==> config.mk <==
export PLATFORM = sky130hd
export DESIGN_NAME = cnt4_seq_flat
export DESIGN_NICKNAME = d
export VERILOG_FILES = /design/src/rtl/cnt4_seq_pkg.sv /design/src/rtl/cnt4_seq_if.sv /design/src/rtl/cnt4_seq.sv /design/src/flat_wrapper.sv
export SDC_FILE = /design/constraint.sdc
export NUM_CORES = 1
export LEC_CHECK = 0
export ABC_AREA = 1
export CORE_AREA = 2 2 42 44
export DETAILED_ROUTE_END_ITERATION = 7
export DIE_AREA = 0 0 44 46
export PLACE_DENSITY = 0.74
export SYNTH_ARGS = -nofsm -noshare
export SYNTH_HDL_FRONTEND = slang
export SYNTH_SLANG_ARGS = --single-unit
==> constraint.sdc <==
create_clock -name clk -period 1.7 [get_ports clk]
set_input_delay 0.17 -clock clk [delete_from_list [all_inputs] [get_ports clk]]
set_output_delay 0.17 -clock clk [all_outputs]
set_load 0.01 [all_outputs]
==> src/rtl/cnt4_seq_pkg.sv <==
// Shared types and defaults for the 4-bit sequencing counter.
package cnt4_pkg;

  typedef enum logic [1:0] {
    IDLE = 2'd0,
    RUN  = 2'd1,
    DONE = 2'd2
  } cnt_state_t;

  localparam int CNT_WIDTH   = 4;
  localparam int CNT_MAX_VAL = 15;

endpackage

==> src/rtl/cnt4_seq_if.sv <==
// Control/status bundle between the counter and its controller.
interface cnt4_seq_if import cnt4_pkg::*; #(
  parameter int WIDTH = CNT_WIDTH
);
  logic             start;
  logic             stop;
  logic             en;
  logic             up;
  logic             one_shot;
  logic             load;
  logic [WIDTH-1:0] load_val;
  logic [WIDTH-1:0] count;
  logic             busy;
  logic             done;
  logic             tc_p;

  modport master (
    output start, stop, en, up, one_shot, load, load_val,
    input  count, busy, done, tc_p
  );

  modport slave (
    input  start, stop, en, up, one_shot, load, load_val,
    output count, busy, done, tc_p
  );
endinterface

==> src/rtl/cnt4_seq.sv <==
// Up/down modulo-(MAX_VAL+1) counter with IDLE/RUN/DONE sequencing and a
// registered terminal pulse. count feeds the downstream capture register.
module cnt4_seq import cnt4_pkg::*; #(
  parameter int WIDTH   = CNT_WIDTH,
  parameter int MAX_VAL = CNT_MAX_VAL
) (
  input  logic        clk,
  input  logic        reset,
  cnt4_seq_if.slave   bus
);

  localparam logic [WIDTH-1:0] MAXV = WIDTH'(MAX_VAL);

  cnt_state_t       state_q, state_d;
  logic [WIDTH-1:0] cnt_q, cnt_d, term, step;
  logic             mode_q, mode_d;
  logic             tc_q, tc_d;
  logic             busy_q, done_q;

  // Terminal value tracks the live direction so a mid-run flip retargets it.
  always_comb begin
    term = bus.up ? MAXV : '0;
    if (bus.up) step = (cnt_q == MAXV) ? '0   : cnt_q + WIDTH'(1);
    else        step = (cnt_q == '0)   ? MAXV : cnt_q - WIDTH'(1);
  end

  always_comb begin
    state_d = state_q;
    cnt_d   = cnt_q;
    mode_d  = mode_q;
    tc_d    = 1'b0;
    if (bus.load) begin
      cnt_d = (bus.load_val > MAXV) ? MAXV : bus.load_val;
    end else if (bus.stop) begin
      state_d = IDLE;
    end else if (bus.start && state_q != RUN) begin
      state_d = RUN;
      mode_d  = bus.one_shot;
    end else if (state_q == RUN && bus.en) begin
      if (cnt_q == term) begin
        // Terminal edge: one-shot parks in DONE, continuous mode wraps.
        tc_d = 1'b1;
        if (mode_q) state_d = DONE;
        else        cnt_d   = step;
      end else begin
        cnt_d = step;
      end
    end
  end

  always_ff @(posedge clk or negedge reset) begin
    if (!reset) begin
      state_q <= IDLE;
      cnt_q   <= '0;
      mode_q  <= 1'b0;
      tc_q    <= 1'b0;
      busy_q  <= 1'b0;
      done_q  <= 1'b0;
    end else begin
      state_q <= state_d;
      cnt_q   <= cnt_d;
      mode_q  <= mode_d;
      tc_q    <= tc_d;
      busy_q  <= (state_d == RUN);
      done_q  <= (state_d == DONE);
    end
  end

  assign bus.count = cnt_q;
  assign bus.busy  = busy_q;
  assign bus.done  = done_q;
  assign bus.tc_p  = tc_q;

endmodule

==> src/flat_wrapper.sv <==
// flat-port wrapper written by rule: the top's interface ports become plain ports
module cnt4_seq_flat import cnt4_pkg::*;
#(
  parameter int WIDTH   = CNT_WIDTH,
  parameter int MAX_VAL = CNT_MAX_VAL
)
  (clk, reset, bus_start, bus_stop, bus_en, bus_up, bus_one_shot, bus_load, bus_load_val, bus_count, bus_busy, bus_done, bus_tc_p);
  cnt4_seq_if #(.WIDTH(WIDTH)) bus_i ();
  input  logic clk;
  input  logic reset;
  input wire logic [$bits(bus_i.start)-1:0] bus_start;
  input wire logic [$bits(bus_i.stop)-1:0] bus_stop;
  input wire logic [$bits(bus_i.en)-1:0] bus_en;
  input wire logic [$bits(bus_i.up)-1:0] bus_up;
  input wire logic [$bits(bus_i.one_shot)-1:0] bus_one_shot;
  input wire logic [$bits(bus_i.load)-1:0] bus_load;
  input wire logic [$bits(bus_i.load_val)-1:0] bus_load_val;
  output wire logic [$bits(bus_i.count)-1:0] bus_count;
  output wire logic [$bits(bus_i.busy)-1:0] bus_busy;
  output wire logic [$bits(bus_i.done)-1:0] bus_done;
  output wire logic [$bits(bus_i.tc_p)-1:0] bus_tc_p;
  assign bus_i.start = bus_start;
  assign bus_i.stop = bus_stop;
  assign bus_i.en = bus_en;
  assign bus_i.up = bus_up;
  assign bus_i.one_shot = bus_one_shot;
  assign bus_i.load = bus_load;
  assign bus_i.load_val = bus_load_val;
  assign bus_count = bus_i.count;
  assign bus_busy = bus_i.busy;
  assign bus_done = bus_i.done;
  assign bus_tc_p = bus_i.tc_p;
  cnt4_seq #(.WIDTH(WIDTH), .MAX_VAL(MAX_VAL)) u_core (.clk(clk), .reset(reset), .bus(bus_i));
endmodule
# Yosys cells after proc, flatten, opt, wreduce, memory -nomap -nowiden
# Index checks and enable logic that the tools add are counted.
# Widths: inputs -> output; s select.
[totals]
regBits = 10
inputBits = 12
output_inout_bits = 7
word_cells = 48
[classes]
addsub = 2
order_cmp = 1
n_eq_ne = 9
muxes = 22
bitwise_logic = 2
reduce_logical = 6
[op_table]
columns = ["operator", "count"]
rows = [
  ["$mux 4", 11],
  ["$mux 2", 6],
  ["$mux 1", 5],
  ["$add 4x1->4 const B", 1],
  ["$eq 2x1->1 const B", 2],
  ["$eq 4x4->1", 1],
  ["$eq 4x4->1 const B", 1],
  ["$gt 4x4->1 const B", 1],
  ["$logic_not 4->1", 1],
  ["$ne 2x1->1 const B", 2],
  ["$reduce_and 4->1", 1],
  ["$sub 4x1->4 const B", 1],
  ["$ne 3x3->1 const B", 1],
  ["$reduce_and 3->1", 1],
  ["$eq 2x2->1 const B", 1],
  ["$logic_and 1x1->1", 2],
  ["$ne 2x2->1 const B", 1],
  ["$not 1->1", 2],
  ["$reduce_bool 2->1", 1],
]

# Depth between registers and ports, before layout
# Gate-level depths: netlist of run 1.
[depth]
word_depth = 9
ltp_mapped = 10
depth_no_buf = 10

# Least setup slack after synthesis of run 1
# No wires, ideal clock.
[synth_path]
kind = "flip-flop to flip-flop"
startpoint = "register u_core.cnt_q[0] (netlist: u_core.bus.count[0])"
endpoint = "register u_core.cnt_q[3] (netlist: u_core.bus.count[3])"
setup_time_ps = 117
t_arrival_ps = 1184
required_ps = 1583
setup_slack_ps = 398
stages_incl_launch_ff = 9
path_buffers = 0
period_less_slack_ps = 1302
cell_sequence = "dfrtp_1 -> inv_1 -> ha_1 -> o21ai_0 -> nand2_1 -> a21oi_1 -> nand2_1 -> nand3_1 -> nand2_1"
[synth_via]
elab_chain_len = 9
word_cells_on_any_way = 16
cone_classes = "add/sub (2); eq/ne (3); mux (9); reduce/logical (2)"
[synth_rtl]
columns = ["item", "line", "source"]
rows = [
  ["start, declared", "cnt4_seq.sv:15", "logic [WIDTH-1:0] cnt_q, cnt_d, term, step;"],
  ["start signal, assigned", "cnt4_seq.sv:61", "cnt_q <= cnt_d;"],
  ["$sub 4x1->4 (tied with other cells)", "cnt4_seq.sv:24", "else step = (cnt_q == '0) ? MAXV : cnt_q - WIDTH'(1);"],
  ["$mux 4, on equally long branches", "cnt4_seq.sv:24, cnt4_seq.sv:23", ""],
  ["$mux 4", "cnt4_seq.sv:23", "if (bus.up) step = (cnt_q == MAXV) ? '0 : cnt_q + WIDTH'(1);"],
  ["$mux 4", "cnt4_seq.sv:43", "if (mode_q) state_d = DONE;"],
  ["$mux 4", "cnt4_seq.sv:40", "if (cnt_q == term) begin"],
  ["$mux 4", "cnt4_seq.sv:39", "end else if (state_q == RUN && bus.en) begin"],
  ["$mux 4", "cnt4_seq.sv:36", "end else if (bus.start && state_q != RUN) begin"],
  ["$mux 4", "cnt4_seq.sv:34", "end else if (bus.stop) begin"],
  ["$mux 4", "cnt4_seq.sv:32", "if (bus.load) begin"],
]
# Parallel ways exist; a longest one is shown, timed or not. The select of a mux whose other input is x is not followed.
# A chain may end at the register's enable or synchronous reset.

# Worst setup path in the final report of run 1
[layout_path]
startpoint = "register u_core.cnt_q[3] (netlist: u_core.bus.count[3])"
endpoint = "output bus_count[3]"
[layout_rtl]
columns = ["item", "line", "source"]
rows = [
  ["end, declared", "flat_wrapper.sv:18", "output wire logic [$bits(bus_i.count)-1:0] bus_count;"],
]
# No word-level cell between the ends.

==> metrics.cfg, run 1 <==
[critical_path]
cp-end-kind=output port
crit_type=flop to output port
path_cells=clkdlybuf4s50_1
path_max_fanout=6
crit_buf_inv=1
crit_path_start_kind=flop
worstRegToRegCells=8
path_delay_family=buffers and inverters
slowest_stage=clkdlybuf4s50_1
cpPeakStageDelay_ns=0.57
cp.depth=1
crit_arrival_ns=1.29
required_ns=1.53

[sta]
finalMaxSlewViolations=0
tightest_slew_ns=0.4406
tns_ns=0
finalCritPeriodShare_pct=85.83
max_clock_freq_ghz=0.6853
setup_viol=0
grt_setup_unrepaired=false
finalHoldViolCount=0
clock_skew_ns=0.0007527
relSlewSlack_pct=70.53
period_minus_slack_ns=1.459

[pwr]
leakagePower_nw=0.4237
powerDensity_nw_per_um2=860.6
peakVddDrop_mv=0.4667
finalPower_w=0.0007699

[floorplan]
fp-row-count=15
die_area_um2=2024
core_um2=1614
die_x_um=44
die_h_um=46
pin_count=19
initial_core_util_pct=40.93

[grt]
grt_usage_pct=14.36
grt-ovfl-total=0
grt_pass1_vias=550
antenna_found_initial=0
globalRouteMet3Util_pct=5.952
grt_pass1_wl_um=2132
grt_max_degree=11
grt_use_met2_pct=27.06
grt-busiest-layer=met2
use_met1_pct=15.25

[detailed_routing]
detail-route-antenna-nets=0
dr_total_vias=608
drt_wl_total_um=1299
firstDrtPassIters=4
drt_iter0_drc=9
vias_per_cell=4.864
drc=0
wl_per_cell_um=10.39

[cts]
cts_setup_buffers=0
clk_pin_slew_ns=0.06
root_buffer=clkbuf_4
cts_buffer_depth=2
clk_latency_ns=0.26
tritoncts=done
htreeDepth=1
cts_made_buffers=3
hold_buffers=0
cts_num_sinks=10
post_cts_resized=0

[finish]
area_growth_pct=35.42
layout.nets=123
multiInputGateArea_um2=361.6
fillers=155
ff_latch_area_um2=250.2
final_cells=125
diodes=0
layout-drive-gt1-share_pct=16.67

[synthesis]
ys_seq_elements=10
syn-cell-area_um2=660.6
synth_cells=86
synth_cell_types=23
syn-num-nets=100
async_flop_share_pct=100.0
yosysSeqAreaShare_pct=37.88
synth_flop_cell=dfrtp_1
ys_warn_count=0
syn_area_per_cell_um2=7.682
synth_edf_count=0

[hold_path]
hold_path_class=input pin to asynchronous set/reset pin

[status]
status=complete, no violations

[placed_design]
placedCellCount=121
hpwlAfterDp_um=1077
routabilityCongestion=0.8017
port-buffer-count=18

[job]
maxCapViolations=0

## final cells by class
cell class,instances,area share (%)
Multi-Input combinational cell,65,40.42
Tap cell,17,2.378
Sequential cell,10,27.97
Inverter,10,4.196
Timing Repair Buffer,19,20.98
Clock buffer,4,4.056
## through the flow
step | setup slack (ns) | utilization [%] | area [um^2] | hold slack, ns
2_1_floorplan | 0.3982 | - | 660.6 | -0.1256
3_3_place_gp | 0.1959 | 53.18 | 858.3 | 0.5059
3_5_place_dp | 0.1601 | 53.18 | 858.3 | 0.5055
4_1_cts | 0.2304 | 55.43 | 894.6 | 0.2213
5_1_grt | 0.1248 | 55.43 | 894.6 | 0.2539
6_report | 0.2409 | 55.43 | 894.6 | 0.2160
## routing by layer
layer	up-vias	wire length (um)
met5	-	0
met1	279	539
met2	10	700
met4	0	0
li1	319	-
met3	0	59
## cell families (layout without fill, tap and decap cells)
group,count (synthesis),in the layout,synth area share (%)
xor+xnor,2,2,2.652
simple gates,46,46,34.85
mux,1,1,1.704
buf+inv,11,33,7.385
fa+ha+maj,2,2,3.787
compound gates,14,14,11.74
flops,10,10,37.88
## where the power goes
part / leakage [nW] / internal (W) / switching [W]
registers: 0.128 / 0.000270 / 0.0000354
logic: 0.275 / 0.000126 / 0.000131
clock network: 0.0210 / 0.000130 / 0.0000774
total: 0.424 / 0.000526 / 0.000244
## Yosys cell counts (2+ instances only)
cell type  instances  area, um^2
nor2_1             7       26.28
o21ai_0            4       20.02
a21oi_1            4       20.02
nand2_1           24       90.09
nand3_2            2       20.02
xor2_1             2       17.52
nand2_2            4       25.02
nand3_1            4       20.02
o21ai_1            3       15.01
inv_1              9       33.78
dfrtp_1           10       250.2
ha_1               2       25.02
## flip-flops by register name, summed over array words and instances (netlist names)
name              count
u_core.bus.busy       1
u_core.bus.count      4
u_core.bus.done       1
u_core.bus.tc_p       1
u_core.mode_q         1
u_core.state_q        2
## worst register-to-register path, cell delays in order, from the launching register on
cell and delay, ns:
dfrtp_1 0.40, inv_1 0.10, ha_1 0.23, o21ai_0 0.18
nand2_1 0.07, a21oi_1 0.12, nand2_1 0.07, nand3_1 0.07
nand2_1 0.05
## worst paths after layout
| check | endpoint | start | slack (ns) |
|---|---|---|---|
| setup / recovery | bus_count[3] | u_core.bus.count[3] | 0.24 |
| hold / removal | u_core.bus.tc_p | reset | 0.22 |
| setup reg to reg | u_core.bus.count[3] | u_core.bus.count[0] | 0.31 |
| hold reg to reg | u_core.state_q[0] | u_core.state_q[0] | 0.54 |
| max in group asynchronous | u_core.state_q[0] | reset | 1.18 |
| min in group clk | u_core.mode_q | bus_one_shot | 0.53 |
## placed cells by master, fill, tap and decap left out, drive strengths merged
| master | count |
|---|---|
| nand2 | 28 |
| o21a | 1 |
| o21ai | 8 |
| ha | 2 |
| xor2 | 2 |
| inv | 10 |
| clkdlybuf4s50 | 18 |
| buf | 1 |
| a21oi | 4 |
| nand3 | 6 |
| or2 | 1 |
| nand4 | 1 |
| clkbuf | 4 |
| nor3b | 1 |
| dfrtp | 10 |
| mux2 | 1 |
| nor2 | 9 |
| a31oi | 1 |
(Power assumes the default switching activity.)
==> run 2: changes to the inputs <==
Settings changed: ABC_AREA 1 to not set, PLACE_DENSITY 0.74 to 0.75.
==> metrics.cfg, run 2 <==
[status]
status=complete, but fails checks
violations=setup timing

[finish]
area_growth_pct=48.14
final_cell_mix=clkdlybuf4s50_1 (18), dfrtp_1 (10), buf_4 (9), nand2_1 (7)
ff_latch_area_um2=250.2
multiInputGateArea_um2=419.2
finalInstanceArea_um2=997.2
layout-drive-gt1-share_pct=27.18
layout.nets=118
utilization_pct=61.78
final_common_cell=clkdlybuf4s50_1
fillers=134
largest_register_ffs=4
diodes=0

[floorplan]
die_h_um=46
initial_core_util_pct=41.71
core_um2=1614
die_x_um=44
fp-row-count=15
pin_count=19
die_area_um2=2024

[grt]
grt_max_degree=11
use_met1_pct=26.47
grt_pass1_vias=643
grt-ovfl-total=0
grt_usage_pct=21.00
grt_pass1_wl_um=2967
antenna_found_initial=0
grt_use_met2_pct=31.47
globalRouteMet3Util_pct=3.968
grt-busiest-layer=met2

[synthesis]
yosysMostFrequentCell=dfrtp_1
syn-num-nets=90
synth_flop_cell=dfrtp_1
ys_warn_count=0
ys_seq_elements=10
yosysSeqAreaShare_pct=37.17
synth_top_area_share_pct=37.17
netlist_top_cells_count=dfrtp_1 (10), nand2_1 (9), inv_1 (6), nor2_1 (6), a21oi_1 (5)
syn_area_per_cell_um2=8.857
syn-cell-area_um2=673.1
async_flop_share_pct=100.0
synth_cell_types=32
synth_cells=76
yosysTopAreaCell=dfrtp_1
yosys-top-cells-area=dfrtp_1 (37%), nand2_1 (5.0%), o31ai_1 (4.5%)
synth_edf_count=0

[placed_design]
placed_area_um2=903.4
routabilityCongestion=0.8673
hpwlAfterDp_um=1273
pre_cts_ws_ns=-0.1236
port-buffer-count=18

[sta]
holdWs_ns=0.2000
tightest_slew_ns=0.4372
setup_viol=3
worst_slack_ns=-0.02364
clock_skew_ns=0.009305
tns_ns=-0.03695
grt_setup_unrepaired=true
finalMaxSlewViolations=0
relSlewSlack_pct=70.76
max_clock_freq_ghz=0.5802
finalHoldViolCount=0
period_minus_slack_ns=1.724
finalCritPeriodShare_pct=101.4

[pwr]
powerDensity_nw_per_um2=781.3
leakagePower_nw=0.4081
peakVddDrop_mv=0.5195

[cts]
clk_pin_slew_ns=0.07
cts_made_buffers=3
cts_num_sinks=10
root_buffer=clkbuf_4
cts_buffer_depth=2
clk_latency_ns=0.27
tritoncts=done
hold_buffers=0
htreeDepth=1

[detailed_routing]
drt_wl_total_um=1692
drt_iter0_drc=10
drc=0
dr_total_vias=663
detail-route-antenna-nets=0
vias_per_cell=5.525
firstDrtPassIters=4
wl_per_cell_um=14.10

[job]
maxCapViolations=0

[critical_path]
crit_type=flop to flop
crit_arrival_ns=1.89
cp-end-kind=flop
required_ns=1.86
path_max_fanout=7
crit_path_start_kind=flop

[hold_path]
hold_path_class=input pin to asynchronous set/reset pin

-- run 2: changes by cell type after synthesis, sizes merged, moves of 3 or more --
| cell | delta |
|---|---|
| nand3 | -3 |
| o21ai | -6 |
| o31ai | +4 |
| nor2 | -3 |
| inv | -4 |
| nand2 | -19 |
| nor3 | +5 |
-- run 2: area by class of cell --
cell class              count  share of cell area, %
multi-input cells          56                  42.03
clock buffers               4                  3.639
repair buffers             27                  24.84
flip-flops and latches     10                  25.09
well taps                  17                  2.133
inverters                   6                  2.258
-- run 2: timing repair --
item,in CTS,in global routing
pin swaps,5,4
gates resized for setup,9,2
hold endpoints to repair,0,0
gates cloned,0,0
endpoints found under the setup margin,3,7
buffers inserted,1,2
-- run 2: final timing paths --
| kind | slack, ns | cells after the start | end | from |
|---|---|---|---|---|
| setup / recovery | -0.02 | 5 | u_core.bus.count[3] | u_core.bus.count[3] |
| hold / removal | 0.20 | 1 | u_core.bus.busy | reset |
| setup reg to reg | -0.02 | 5 | u_core.bus.count[3] | u_core.bus.count[3] |
| hold reg to reg | 0.51 | 1 | u_core.mode_q | u_core.mode_q |
| max in group asynchronous | 1.19 | 1 | u_core.bus.count[2] | reset |
| min in group clk | 0.46 | 3 | u_core.bus.count[1] | bus_load_val[1] |
-- run 2: cells by family after synthesis --
| kind of cell | after synthesis | synth area share, % |
|---|---|---|
| XOR/XNOR | 1 | 1.301 |
| AND/OR/NAND/NOR | 30 | 25.47 |
| flip-flops | 10 | 37.17 |
| adder cells (fa/ha/maj) | 2 | 3.717 |
| AO/OA/AOI/OAI | 20 | 20.82 |
| buffers and inverters | 10 | 6.877 |
| multiplexers | 3 | 4.647 |
-- run 2: layer usage --
metal  vias to the layer above  part of all wire (%)
li1                        328                     -
met1                       306                    42
met2                        22                    48
met3                         7                   6.0
met4                         0                   4.3
met5                         -                     0
-- run 2: worst max-delay path, stage by stage, from the launching register on --
cell	delay, ns
dfrtp_1	0.38
or4_4	0.56
nor3_4	0.17
nor4_4	0.10
a21boi_2	0.17
o31ai_2	0.24
-- run 2: report_power, final --
part           internal, W  switching [W]
logic             0.000137       0.000148
clock network     0.000130      0.0000861
registers         0.000265      0.0000136
-- run 2: per-stage QoR --
step / power (W) / instances
floorplan: 0.0004300 / 76
global placement: 0.0005303 / 114
detailed placement: 0.0005401 / 114
CTS: 0.0007718 / 118
global route: 0.0008247 / 120
finish: 0.0007791 / 120
